--- src/rtl/ddr2_arb_pkg.sv ---
// Shared constants for the two-port DDR2 controller arbiter: ownership state
// encodings, master port ids and read-burst / write-burst sizing.
package ddr2_arb_pkg;

  localparam logic [1:0] ST_IDLE = 2'd0;
  localparam logic [1:0] ST_OWN0 = 2'd1;
  localparam logic [1:0] ST_OWN1 = 2'd2;

  localparam logic PORT0 = 1'b0;
  localparam logic PORT1 = 1'b1;

  // Each read or write command moves two data beats over the controller bus.
  localparam int BEATS_PER_BURST = 2;

  function automatic logic [1:0] own_state(input logic port);
    return port ? ST_OWN1 : ST_OWN0;
  endfunction

endpackage

--- src/rtl/ddr2_arb_tag_fifo.sv ---
// One-bit-wide synchronous FIFO holding the issuing port id of each
// outstanding read command, with occupancy count and full/empty flags.
module ddr2_arb_tag_fifo #(
  parameter int DEPTH = 16
) (
  input  logic                     clk,
  input  logic                     clr,
  input  logic                     push,
  input  logic                     pop,
  input  logic                     din,
  output logic                     dout,
  output logic [$clog2(DEPTH):0]   count,
  output logic                     full,
  output logic                     empty
);

  localparam int PW = $clog2(DEPTH);
  localparam int CW = PW + 1;

  logic [DEPTH-1:0] mem_q, mem_d;
  logic [PW-1:0]    wr_ptr_q, wr_ptr_d;
  logic [PW-1:0]    rd_ptr_q, rd_ptr_d;
  logic [CW-1:0]    count_q, count_d;
  logic             do_push, do_pop;

  assign empty   = (count_q == '0);
  assign full    = (count_q == CW'(DEPTH));
  assign do_pop  = pop & ~empty;
  assign do_push = push & (~full | do_pop);
  assign dout    = mem_q[rd_ptr_q];
  assign count   = count_q;

  always_comb begin
    // NOTE: every variable gets a default before any branch so no latch is inferred.
    mem_d    = mem_q;
    wr_ptr_d = wr_ptr_q;
    rd_ptr_d = rd_ptr_q;
    count_d  = count_q;
    if (do_push) begin
      mem_d[wr_ptr_q] = din;
      wr_ptr_d        = wr_ptr_q + 1'b1;
    end
    if (do_pop) begin
      rd_ptr_d = rd_ptr_q + 1'b1;
    end
    case ({do_push, do_pop})
      2'b10:   count_d = count_q + 1'b1;
      2'b01:   count_d = count_q - 1'b1;
      default: count_d = count_q;
    endcase
  end

  // NOTE: the storage array is not reset; entries are only read once written,
  // so clearing pointers and count is enough and keeps the array in plain flops.
  always_ff @(posedge clk) begin
    mem_q <= mem_d;
  end

  // NOTE: sequential state uses non-blocking assignments so every flop samples
  // the pre-edge values regardless of statement order.
  always_ff @(posedge clk) begin
    if (clr) begin
      wr_ptr_q <= '0;
      rd_ptr_q <= '0;
      count_q  <= '0;
    end else begin
      wr_ptr_q <= wr_ptr_d;
      rd_ptr_q <= rd_ptr_d;
      count_q  <= count_d;
    end
  end

endmodule

--- src/rtl/ddr2_arbiter.sv ---
// Round-robin arbiter sharing one DDR2 controller between two masters, with
// write-beat debt tracking and read-tag steering of returning data.
module ddr2_arbiter
  import ddr2_arb_pkg::*;
#(
  parameter int DATA_WIDTH = 64,
  parameter int MAX_HOLD   = 256,
  parameter int TAG_DEPTH  = 16
) (
  input  logic                      clk,
  input  logic                      reset,

  input  logic                      m0_request_i,
  output logic                      m0_granted_o,
  input  logic                      m0_rd_wr_n_i,
  input  logic                      m0_af_we_i,
  input  logic                      m0_df_we_i,
  input  logic [30:0]               m0_addr_i,
  input  logic [DATA_WIDTH*2-1:0]   m0_data_i,
  input  logic [DATA_WIDTH/4-1:0]   m0_mask_n_i,
  output logic                      m0_af_afull_o,
  output logic                      m0_df_afull_o,
  output logic [DATA_WIDTH*2-1:0]   m0_data_o,
  output logic                      m0_dvalid_o,

  input  logic                      m1_request_i,
  output logic                      m1_granted_o,
  input  logic                      m1_rd_wr_n_i,
  input  logic                      m1_af_we_i,
  input  logic                      m1_df_we_i,
  input  logic [30:0]               m1_addr_i,
  input  logic [DATA_WIDTH*2-1:0]   m1_data_i,
  input  logic [DATA_WIDTH/4-1:0]   m1_mask_n_i,
  output logic                      m1_af_afull_o,
  output logic                      m1_df_afull_o,
  output logic [DATA_WIDTH*2-1:0]   m1_data_o,
  output logic                      m1_dvalid_o,

  output logic                      ddr_rd_wr_n_o,
  output logic                      ddr_af_we_o,
  output logic                      ddr_df_we_o,
  output logic [30:0]               ddr_addr_o,
  output logic [DATA_WIDTH*2-1:0]   ddr_data_o,
  output logic [DATA_WIDTH/4-1:0]   ddr_mask_n_o,
  input  logic                      ddr_af_afull_i,
  input  logic                      ddr_df_afull_i,
  input  logic                      ddr_dvalid_i,
  input  logic                      ddr_phy_rdy_i,
  input  logic [DATA_WIDTH*2-1:0]   ddr_data_i,

  output logic                      arb_error_o
);

  localparam int HOLD_W = $clog2(MAX_HOLD + 1);
  localparam int CNT_W  = $clog2(TAG_DEPTH) + 1;
  localparam int BEAT_W = (BEATS_PER_BURST > 1) ? $clog2(BEATS_PER_BURST) : 1;
  localparam logic [HOLD_W-1:0] HOLD_MAX    = HOLD_W'(MAX_HOLD);
  localparam logic [CNT_W-1:0]  AFULL_LEVEL = CNT_W'(TAG_DEPTH - 1);
  localparam logic [BEAT_W-1:0] LAST_BEAT   = BEAT_W'(BEATS_PER_BURST - 1);
  localparam logic [3:0]        DEBT_PER_WR = 4'(BEATS_PER_BURST);

  logic [1:0]        state_q, state_d;
  logic              last_owner_q, last_owner_d;
  logic [HOLD_W-1:0] hold_q, hold_d, hold_inc;
  logic [2:0]        debt_q, debt_d;
  logic [3:0]        debt_sum;
  logic [BEAT_W-1:0] beat_q, beat_d;
  logic              error_q, error_d;

  logic              clr;
  logic              own0, own1, owner;
  logic              req_own, req_other, release_ok;
  logic              wr_cmd, rd_cmd, nonowner_strobe;
  logic              tag_push, tag_pop, tag_head, tag_full, tag_empty;
  logic [CNT_W-1:0]  tag_count;

  // Losing the PHY is treated exactly like reset, except for the sticky error.
  assign clr  = reset | ~ddr_phy_rdy_i;

  assign own0  = (state_q == ST_OWN0);
  assign own1  = (state_q == ST_OWN1);
  assign owner = own1;

  assign m0_granted_o = own0;
  assign m1_granted_o = own1;

  always_comb begin
    ddr_rd_wr_n_o = 1'b0;
    ddr_af_we_o   = 1'b0;
    ddr_df_we_o   = 1'b0;
    ddr_addr_o    = '0;
    ddr_data_o    = '0;
    ddr_mask_n_o  = '0;
    if (own0) begin
      ddr_rd_wr_n_o = m0_rd_wr_n_i;
      ddr_af_we_o   = m0_af_we_i;
      ddr_df_we_o   = m0_df_we_i;
      ddr_addr_o    = m0_addr_i;
      ddr_data_o    = m0_data_i;
      ddr_mask_n_o  = m0_mask_n_i;
    end else if (own1) begin
      ddr_rd_wr_n_o = m1_rd_wr_n_i;
      ddr_af_we_o   = m1_af_we_i;
      ddr_df_we_o   = m1_df_we_i;
      ddr_addr_o    = m1_addr_i;
      ddr_data_o    = m1_data_i;
      ddr_mask_n_o  = m1_mask_n_i;
    end
  end

  assign wr_cmd = ddr_af_we_o & ~ddr_rd_wr_n_o;
  assign rd_cmd = ddr_af_we_o &  ddr_rd_wr_n_o;
  assign nonowner_strobe = (~own0 & (m0_af_we_i | m0_df_we_i)) |
                           (~own1 & (m1_af_we_i | m1_df_we_i));

  // Debt is evaluated after this cycle's strobes so the final beat releases at once.
  always_comb begin
    debt_sum = {1'b0, debt_q};
    if (wr_cmd) debt_sum = debt_sum + DEBT_PER_WR;
    if (ddr_df_we_o && debt_sum != 4'd0) debt_sum = debt_sum - 4'd1;
    debt_d = (debt_sum > 4'd7) ? 3'd7 : debt_sum[2:0];
  end

  assign req_own    = own1 ? m1_request_i : m0_request_i;
  assign req_other  = own1 ? m0_request_i : m1_request_i;
  assign hold_inc   = (hold_q == HOLD_MAX) ? hold_q : hold_q + 1'b1;
  assign release_ok = (~req_own | ((hold_inc == HOLD_MAX) & req_other)) & (debt_d == 3'd0);

  always_comb begin
    state_d      = state_q;
    last_owner_d = last_owner_q;
    hold_d       = hold_q;
    case (state_q)
      ST_IDLE: begin
        if (m0_request_i && m1_request_i) state_d = own_state(~last_owner_q);
        else if (m0_request_i)            state_d = ST_OWN0;
        else if (m1_request_i)            state_d = ST_OWN1;
      end
      ST_OWN0, ST_OWN1: begin
        hold_d = hold_inc;
        if (release_ok) state_d = req_other ? own_state(~owner) : ST_IDLE;
      end
      default: state_d = ST_IDLE;
    endcase
    if (state_d != state_q) hold_d = '0;
    if (state_d == ST_OWN0)      last_owner_d = PORT0;
    else if (state_d == ST_OWN1) last_owner_d = PORT1;
  end

  assign tag_push = rd_cmd & (~tag_full | tag_pop);
  assign tag_pop  = ddr_dvalid_i & ~tag_empty & (beat_q == LAST_BEAT);

  always_comb begin
    beat_d = beat_q;
    if (ddr_dvalid_i && !tag_empty) beat_d = (beat_q == LAST_BEAT) ? '0 : beat_q + 1'b1;
  end

  ddr2_arb_tag_fifo #(
    .DEPTH (TAG_DEPTH)
  ) u_tag_fifo (
    .clk   (clk),
    .clr   (clr),
    .push  (tag_push),
    .pop   (tag_pop),
    .din   (owner),
    .dout  (tag_head),
    .count (tag_count),
    .full  (tag_full),
    .empty (tag_empty)
  );

  assign m0_data_o   = ddr_data_i;
  assign m1_data_o   = ddr_data_i;
  assign m0_dvalid_o = ddr_dvalid_i & ~tag_empty & (tag_head == PORT0);
  assign m1_dvalid_o = ddr_dvalid_i & ~tag_empty & (tag_head == PORT1);

  assign m0_af_afull_o = ddr_af_afull_i | (tag_count >= AFULL_LEVEL);
  assign m1_af_afull_o = m0_af_afull_o;
  assign m0_df_afull_o = ddr_df_afull_i;
  assign m1_df_afull_o = ddr_df_afull_i;

  assign error_d     = error_q |
                       (ddr_phy_rdy_i & (nonowner_strobe | (ddr_dvalid_i & tag_empty)));
  assign arb_error_o = error_q;

  always_ff @(posedge clk) begin
    if (clr) begin
      state_q      <= ST_IDLE;
      last_owner_q <= PORT1;
      hold_q       <= '0;
      debt_q       <= '0;
      beat_q       <= '0;
    end else begin
      state_q      <= state_d;
      last_owner_q <= last_owner_d;
      hold_q       <= hold_d;
      debt_q       <= debt_d;
      beat_q       <= beat_d;
    end
  end

  always_ff @(posedge clk) begin
    if (reset) error_q <= 1'b0;
    else       error_q <= error_d;
  end

endmodule

--- config.mk ---
export PLATFORM = sky130hd
export DESIGN_NAME = ddr2_arbiter
export DESIGN_NICKNAME = d
export VERILOG_FILES = /design/src/rtl/ddr2_arb_pkg.sv /design/src/rtl/ddr2_arb_tag_fifo.sv /design/src/rtl/ddr2_arbiter.sv
export SDC_FILE = /design/constraint.sdc
export NUM_CORES = 1
export LEC_CHECK = 0
export ABC_AREA = 1
export CAP_MARGIN = 40
export CORE_AREA = 2 2 366 368
export DETAILED_ROUTE_END_ITERATION = 10
export DIE_AREA = 0 0 368 370
export GPL_ROUTABILITY_DRIVEN = 0
export PLACE_DENSITY = 0.3
export SYNTH_ARGS = -nofsm -noshare
export SYNTH_HDL_FRONTEND = slang
export SYNTH_HIERARCHICAL = 1
export SYNTH_SLANG_ARGS = --single-unit
export TNS_END_PERCENT = 100
--- constraint.sdc ---
create_clock -name clk -period 4.3 [get_ports clk]
set_input_delay 1.29 -clock clk [delete_from_list [all_inputs] [get_ports clk]]
set_output_delay 1.29 -clock clk [all_outputs]
set_load 0.05 [all_outputs]
Word level (Yosys, flattened, before mapping). Cells that the tools add are included.

Add/sub/neg operators: 8. Magnitude comparators: 5. Eq/ne operators: 10. Mux-type cells: 35. Bitwise logic cells: 33. Reductions and logical operators: 13.

Operators with widths (count): 128-bit two-way mux (2); 31-bit two-way mux (2); 16-bit two-way mux (2); 9-bit equality test, second input constant (2); 16-bit bitwise mux (1); 1-bit bitwise AND (15); 2-bit two-way mux (7); 1-bit two-way mux (13); 4-bit by 5-bit less-than comparator with 1-bit output, second input constant (2); 1-bit bitwise OR (10); 5-bit case mux with 2 select lines (1); 9-bit by 1-bit adder with 9-bit output, second input constant (1); 9-bit two-way mux (1); 4-bit by 1-bit adder with 4-bit output, second input constant (2); 4-bit two-way mux (2); 1-bit inverter (8); 2-bit by 1-bit equality test with 1-bit output, second input constant (3); 2-bit equality test, second input constant (3); 5-bit by 1-bit adder with 5-bit output, second input constant (1); 5-bit equality test, second input constant (1); 5-bit by 4-bit >= comparator with 1-bit output, second input constant (1); 5-bit logical NOT (1); 5-bit by 1-bit subtractor with 5-bit output, second input constant (1); 3-bit by 2-bit adder with 4-bit output, second input constant (1); other kinds (16) (21).

Register bits after elaboration: 46. Input bits: 492. Output and inout port bits: 443. Logic and storage cells: 114.

Logic depth before layout (Yosys ltp).
Word-level depth: 18. Gate-level depth with buffers: 20. Mapped depth without buffers: 19.

By module. Netlist, hierarchy kept.

By module, submodules not included: ddr2_arbiter (instances 1, cells each 694, area an instance 5034.8 µm²); ddr2_arb_tag_fifo (instances 1, cells each 194, area an instance 1620.3 µm²).

Worst setup path before layout. OpenSTA, ideal clock, no wires.

Path type: register to output. Start point: register state_q[0]. End point: output port ddr_data_o[108]. Arrival: 2490 ps. Required time: 3010 ps. Slack: 520 ps. Cell stages (with the launch flop): 8. Cells stage by stage: dfxtp_1 > inv_1 > ha_1 > nand2_1 > inv_2 > clkbuf_1 > buf_1 > a22o_1.

Word-level cells in the longest chain between the ends: 3.

Ends and longest elaborated chain: start: declaration (line ddr2_arbiter.sv:62) `logic [1:0] state_q, state_d;`; start signal: assignment (line ddr2_arbiter.sv:194) `state_q <= state_d;`; 2-bit equality test (line ddr2_arbiter.sv:81) `assign own1 = (state_q == ST_OWN1);`; net m1_granted_o (line ddr2_arbiter.sv:27) `output logic m1_granted_o,`; 128-bit two-way mux (line ddr2_arbiter.sv:101) `end else if (own1) begin`; 128-bit two-way mux (line ddr2_arbiter.sv:94) `if (own0) begin`; end: declaration (line ddr2_arbiter.sv:43) `output logic [DATA_WIDTH*2-1:0] ddr_data_o,`.

The timed path passes the listed nets, and every way through them passes these cells.

Worst setup path after layout.
Start point: register state_q[1]. End point: output port ddr_data_o[36].

Word-level cells in the longest chain between the ends: 3.

Ends and longest elaborated chain (line): 2-bit equality test (ddr2_arbiter.sv:81); 128-bit two-way mux (ddr2_arbiter.sv:101); 128-bit two-way mux * (ddr2_arbiter.sv:94).

Every way passes the cells marked *; elsewhere a longest branch is shown, timed or not.

==> impl_metrics.ini <==
[placement]
dp_worst_setup_slack_ns = 0.374
placed_cells = 2915
port_buffers = 547
post-dp-hpwl_um = 81800
placed_area_sq_mm = 0.0140

[sta]
maxSlewViolCount = 0
fin_worst_skew_ns = 0.00436
period_minus_slack_ns = 3.84
worst_slack_ns = 0.456
setup_tns_ns = 0
slew_headroom_pct = 54.1
max_freq_mhz = 260
finalCritPeriodShare_pct = 89.4
grt_setup_unrepaired = no
worstMarginPinSlew_ns = 0.687
whs_ns = 0.478
setup-violations-final = 0
hold_viol_final = 0

[synthesis]
synth_seq_area_share_pct = 16.2
synth_area_sq_mm = 0.00666
ys_warn_count = 6
syn_inst = 888
syn_nets = 1398
ys_seq_elements = 46
ys_async_sr_fraction_pct = 0
yosys.area.top_type = buf_4
synth_cell_type_count = 36
synth_top_area_share_pct = 29.6
synthTopCellsByArea = buf_4 30%, a22o_1 23%, dfxtp_1 9.0%
synth_flop_cell = dfxtp_1
synth-edff-count = 16
syn_avg_cell_area_sq_um = 7.49

[hold_path]
worstHoldPathType = flip-flop to flip-flop
holdCritStartpoint = arb_error_o$_SDFF_PP0_
holdPathEnd = arb_error_o$_SDFF_PP0_
worstHoldPathCells = 2

[floorplan]
num_rows = 134
coreArea_sq_mm = 0.132
io-pin-count = 935
die_area_sq_mm = 0.136
start_util_pct = 5.02
dieWidth_um = 368
die-height_um = 370

[final_layout]
syn_to_final_growth_pct = 113
final_common_cell = clkdlybuf4s50_1
nNetsFinal = 1664
seqCellArea_sq_mm = 0.00108
layout-drive-gt1-share_pct = 22.3
most-common-layout-cells = 365 x clkdlybuf4s50_1, 175 x a22o_1, 170 x buf_12
postLayoutCellArea_sq_mm = 0.0142
fin_cells = 2927
final_core_util_pct = 10.7
fill_cells = 15300
multi_input_area_sq_mm = 0.00321

[drt]
drtIter0Drc = 430
vias_per_cell = 2.67
wl_per_cell_um = 30.6
ant_nets = 0
vias = 7814
drt-total-wl_um = 89400
drc = 0
detail_route.first_pass.iterations = 5

[global_route]
grt.total_usage_pct = 12.5
grt_pass1_wl_um = 106000
grt_max_degree = 100
antenna_found_initial = 60
grt_pass1_vias = 7879
grt_overflow_total = 0

[clocking]
cts_buffers = 5
clk_pin_slew_ns = 0.07
cts_root_buffer = clkbuf_16
post_cts_buffers = 0
cts.repair.resized = 0
cts_tree = yes
clkSinkCount = 46
clock_path_buffers = 2
htree_levels = 2
cts_hold_buf = 0
clock_latency_ns = 0.30

[critical_path]
crit_arrival_ns = 2.55
crit_path_start_kind = flip-flop
r2r_slack_ns = 1.11
r2r-start = state_q[1]$_SDFF_PP0_
worstPathRequired_ns = 3.01
reg2reg_depth = 18
critPathKind = flip-flop to output pin
worstReg2RegEnd = u_tag_fifo/count[4]$_SDFFE_PP0P_
worst-path-max-fanout = 99
cp-end-kind = output pin

[power_and_ir_drop]
power_mw = 2.60
power.leakage_nw = 4.96
p_per_area_mw_per_mm2 = 183
irDropWorstVdd_mv = 0.145

[job]
maxCapViolCount = 0

[run_status]
status = finished clean
==> power breakdown <==
| group | leakage, nW | switching, mW | internal (mW) | total [mW] |
|---|---|---|---|---|
| combinational | 4.51 | 0.904 | 0.774 | 1.68 |
| sequential | 0.380 | 0.00662 | 0.455 | 0.462 |
| clock | 0.0761 | 0.184 | 0.274 | 0.458 |
==> cells in the mapped netlist, types with 2 or more instances <==
master and n:
o211ai_1 2, nor3_1 16, nor2_1 37, nor2_2 4, dfxtp_1 30, buf_6 2
xor2_1 6, inv_1 50, inv_2 7, buf_2 2, buf_4 262, o21ai_1 5
nand2_2 16, nand3_2 2, nand2_1 99, clkbuf_1 34, a21oi_1 15, a21oi_2 3
ha_1 17, nor2_4 3, buf_1 6, o21ai_0 19, clkinv_1 3, nand4_1 5
nand3_1 35, edfxtp_1 16, nor3_2 9, a22o_1 175
==> sequential cells by signal, summed over array words and instances (netlist names) <==
signal,cells
u_tag_fifo/mem_q,16
state_q,2
hold_q,9
last_owner_q,1
u_tag_fifo/wr_ptr_q,4
debt_q,3
arb_error_o,1
beat_q,1
u_tag_fifo/count,5
u_tag_fifo/rd_ptr_q,4
==> area by class of cell <==
type / count / share of cell area, %
Antenna cell: 4 / 0.0705
Clock buffer: 5 / 0.881
Multi-Input combinational cell: 476 / 22.6
Timing Repair Buffer: 565 / 51.3
Tap cell: 1768 / 15.6
Sequential cell: 46 / 7.61
Clock inverter: 3 / 0.317
Inverter: 60 / 1.64
==> worst max-delay path by stage <==
stage                                     start                               end  slack [ns]
after floorplan           state_q[0]$_SDFF_PP0_                   ddr_data_o[108]        0.52
after global placement             m0_rd_wr_n_i  u_tag_fifo/count[4]$_SDFFE_PP0P_        0.39
after detailed placement           m0_rd_wr_n_i  u_tag_fifo/count[4]$_SDFFE_PP0P_        0.37
after CTS                 state_q[1]$_SDFF_PP0_                    ddr_data_o[36]        0.42
after global routing      state_q[1]$_SDFF_PP0_                    ddr_data_o[36]        0.33
final                     state_q[1]$_SDFF_PP0_                    ddr_data_o[36]        0.46
==> critical path, cell delays in order, from the launching register on <==
cell     delay (ns)
dfxtp_1        0.35
inv_1          0.19
ha_4           0.19
buf_12         0.27
buf_12         0.38
a22o_1         0.46
buf_12         0.19
==> kinds of logic after synthesis <==
logic type	Yosys count	share of synthesized area (%)
adder cells (fa/ha/maj)	18	3.50
XOR/XNOR	6	0.790
flip-flops	46	16.2
buffers and inverters	366	35.7
AND/OR/NAND/NOR	231	17.0
AO/OA/AOI/OAI	221	26.8
==> routing by layer <==
metal	up-vias	part of all wire (%)	track usage, %
met5	-	0.13	0
met4	18	1.4	1.30
met3	115	23	13.6
met2	707	43	18.9
met1	3620	32	11.9
li1	3354	-	-
Power figures use the tool's default switching activity.
==> RTL edit: new RTL, config.mk and constraints unchanged <==
`BEATS_PER_BURST`: 2 -> 1.
--- a/src/rtl/ddr2_arb_pkg.sv
+++ b/src/rtl/ddr2_arb_pkg.sv
@@ -10,7 +10,7 @@
   localparam logic PORT1 = 1'b1;
 
   // Each read or write command moves two data beats over the controller bus.
-  localparam int BEATS_PER_BURST = 2;
+  localparam int BEATS_PER_BURST = 1;
 
   function automatic logic [1:0] own_state(input logic port);
     return port ? ST_OWN1 : ST_OWN0;
Check against the original RTL: not equivalent (a bounded check fails within 4 cycles, from zero or initial values and one cycle with reset high).
==> RTL edit against the unedited design <==
Non-clock buffer count shrank 3; wire length up 1.8%; setup slack worse by 52 ps; critical path depth up 2; synthesized area is 0.38% higher; final cell count fell by 0.24%; design area down 2.4%; power decreased by 5.0%; register-to-register slack worse by 210 ps; sequential cell count decreased by 1; via count up 0.42%; synthesized cell count shrank 0.56%.
==> RTL edit: results (changes against the unedited design) <==
set qor(status) {finished, final reports clean}
set qor(antenna_found_initial) 88 ;# +47%
set qor(crit_arrival_ps) 2610 ;# +60 ps
set qor(m1WireLength_um) 29720 ;# +3.4%
set qor(dr.max_layer_used) {met5}
set qor(total_leakage_power_uw) 0.004884 ;# -1.6%
set qor(post-dp-hpwl_um) 83790 ;# +2.5%
set qor(via_count_of_the_first_global_routing_pass) 7906 ;# +0.34%
set qor(max_slew.worst_pin.slew_ps) 832.3 ;# +145.1 ps
set qor(top_delay_family_on_crit_path) {buffers and inverters}
set qor(critical_path_fanouts_max) 42 ;# -58%
set qor(grt_first_pass_wirelength_um) 107100 ;# +0.91%
set qor(cp_slowest_cell) {sky130_fd_sc_hd__dfxtp_1}
set qor(route.met3.wl_um) 19660 ;# -4.5%
set qor(share_of_final_layout_standard_cells_stronger_than_drive_strength_1_pct) 22.39 ;# +0.14 points
set qor(maximum_number_of_pins_on_one_net_before_global_route_repair) 107 ;# +7.0%
set qor(first_iter_violations) 416 ;# -3.3%
set qor(dpl-instance-area_um2) 13690 ;# -2.3%
set qor(route.detailed.wl_per_inst_um) 31.18 ;# +2.0%
set qor(max-cap-violations) 0 ;# unchanged
set qor(count_of_mapped_cells_out_of_synthesis) 883 ;# -0.56%
set qor(finalWirelength_um) 91030 ;# +1.8%
set qor(vias) 7847 ;# +0.42%
set qor(netlist-cell-type-count) 40 ;# +11%
set qor(synth_commonest_cells) {sky130_fd_sc_hd__buf_4, sky130_fd_sc_hd__a22o_1, sky130_fd_sc_hd__nand2_1}
set qor(number_of_placed_cells_counting_well_taps) 2908 ;# -0.24%
set qor(cts-root-buf) {sky130_fd_sc_hd__clkbuf_16}
set qor(mappedNetlistNets) 1393 ;# -0.36%
set qor(ys_dominant_reg_cell) {sky130_fd_sc_hd__dfxtp_1}
set qor(groute.usage.overall_pct) 12.63 ;# +0.12 points
set qor(synthTopCellsByArea) {sky130_fd_sc_hd__buf_4, sky130_fd_sc_hd__a22o_1, sky130_fd_sc_hd__dfxtp_1, sky130_fd_sc_hd__edfxtp_1, sky130_fd_sc_hd__nand2_1}
set qor(ys_seq_area_share_pct) 15.88 ;# -0.36 points
set qor(final.setup_skew_ps) 10.07 ;# +5.714 ps
set qor(slowest_delay_ps) 410 ;# -50 ps
set qor(met2_wirelength_um) 39180 ;# +1.2%
set qor(largest_reg_flops) 16 ;# unchanged
set qor(ir_worst_vdd_mv) 0.1592 ;# +9.8%
set qor(place.port_buffers) 547 ;# unchanged
set qor(finish.net_count) 1657 ;# -0.42%
-- RTL edit: cell type report --
type | count | area [µm²]
Fill cell | 15300 | 118600
Clock inverter | 3 | 26.28
Clock buffer | 5 | 125.1
Antenna cell | 4 | 10.01
Tap cell | 1768 | 2212
Sequential cell | 45 | 1061
Inverter | 57 | 221.5
Multi-Input combinational cell | 476 | 3276
Timing Repair Buffer | 562 | 6922
-- RTL edit: routing by layer --
metal / vias up / global-route usage, %
met5: - / 1.014
met4: 18 / 1.664
met3: 208 / 12.51
met2: 741 / 19.46
met1: 3548 / 12.24
li1: 3332 / -
-- RTL edit: stage by stage --
step | utilization [%] | total power [µW] | setup slack (ps)
final | 10.46 | 2469 | 404.6
after global routing | 10.46 | 2566 | 310.3
after CTS | 10.45 | 2502 | 384.8
after detailed placement | 10.34 | 2069 | 378.2
after global placement | 10.34 | 2074 | 411.5
after floorplan | - | 1718 | 491.8
-- RTL edit: worst paths after layout --
kind,from,to,slack (ps),cells after the start
hold / removal,arb_error_o$_SDFF_PP0_,arb_error_o$_SDFF_PP0_,490,2
setup / recovery,state_q[1]$_SDFF_PP0_,ddr_data_o[39],400,8
hold reg to reg,arb_error_o$_SDFF_PP0_,arb_error_o$_SDFF_PP0_,490,2
setup reg to reg,state_q[1]$_SDFF_PP0_,u_tag_fifo/count[3]$_SDFFE_PP0P_,900,18
-- RTL edit: where the power goes --
group | leakage (µW) | switching (µW) | internal [µW]
combinational | 0.00444 | 870 | 734
clock | 0.0000752 | 191 | 222
sequential | 0.000372 | 6.42 | 446
-- RTL edit: logic make-up (layout without fill, tap and decap cells) --
logic type                 count (synthesis)  after routing  share of synthesized area (%)
buffers and inverters                    362            627                          35.27
and+or+nand+nor                          225            225                          16.74
AOI/OAI and AO/OA                        224            224                          27.42
DFF                                       45             45                          15.88
adders and majority gates                 18             18                          3.484
xor gates and xnor gates                   8              8                          1.049
muxes                                      1              1                         0.1498
other                                      0              4                              0
-- RTL edit: worst reg2reg max path, delay by kind of cell, from the launching register on --
family | cells | cell delay [ps]
AOI/OAI and AO/OA | 3 | 510
buffers and inverters | 5 | 770
DFF | 1 | 360
and+or+nand+nor | 7 | 790
adders and majority gates | 3 | 890
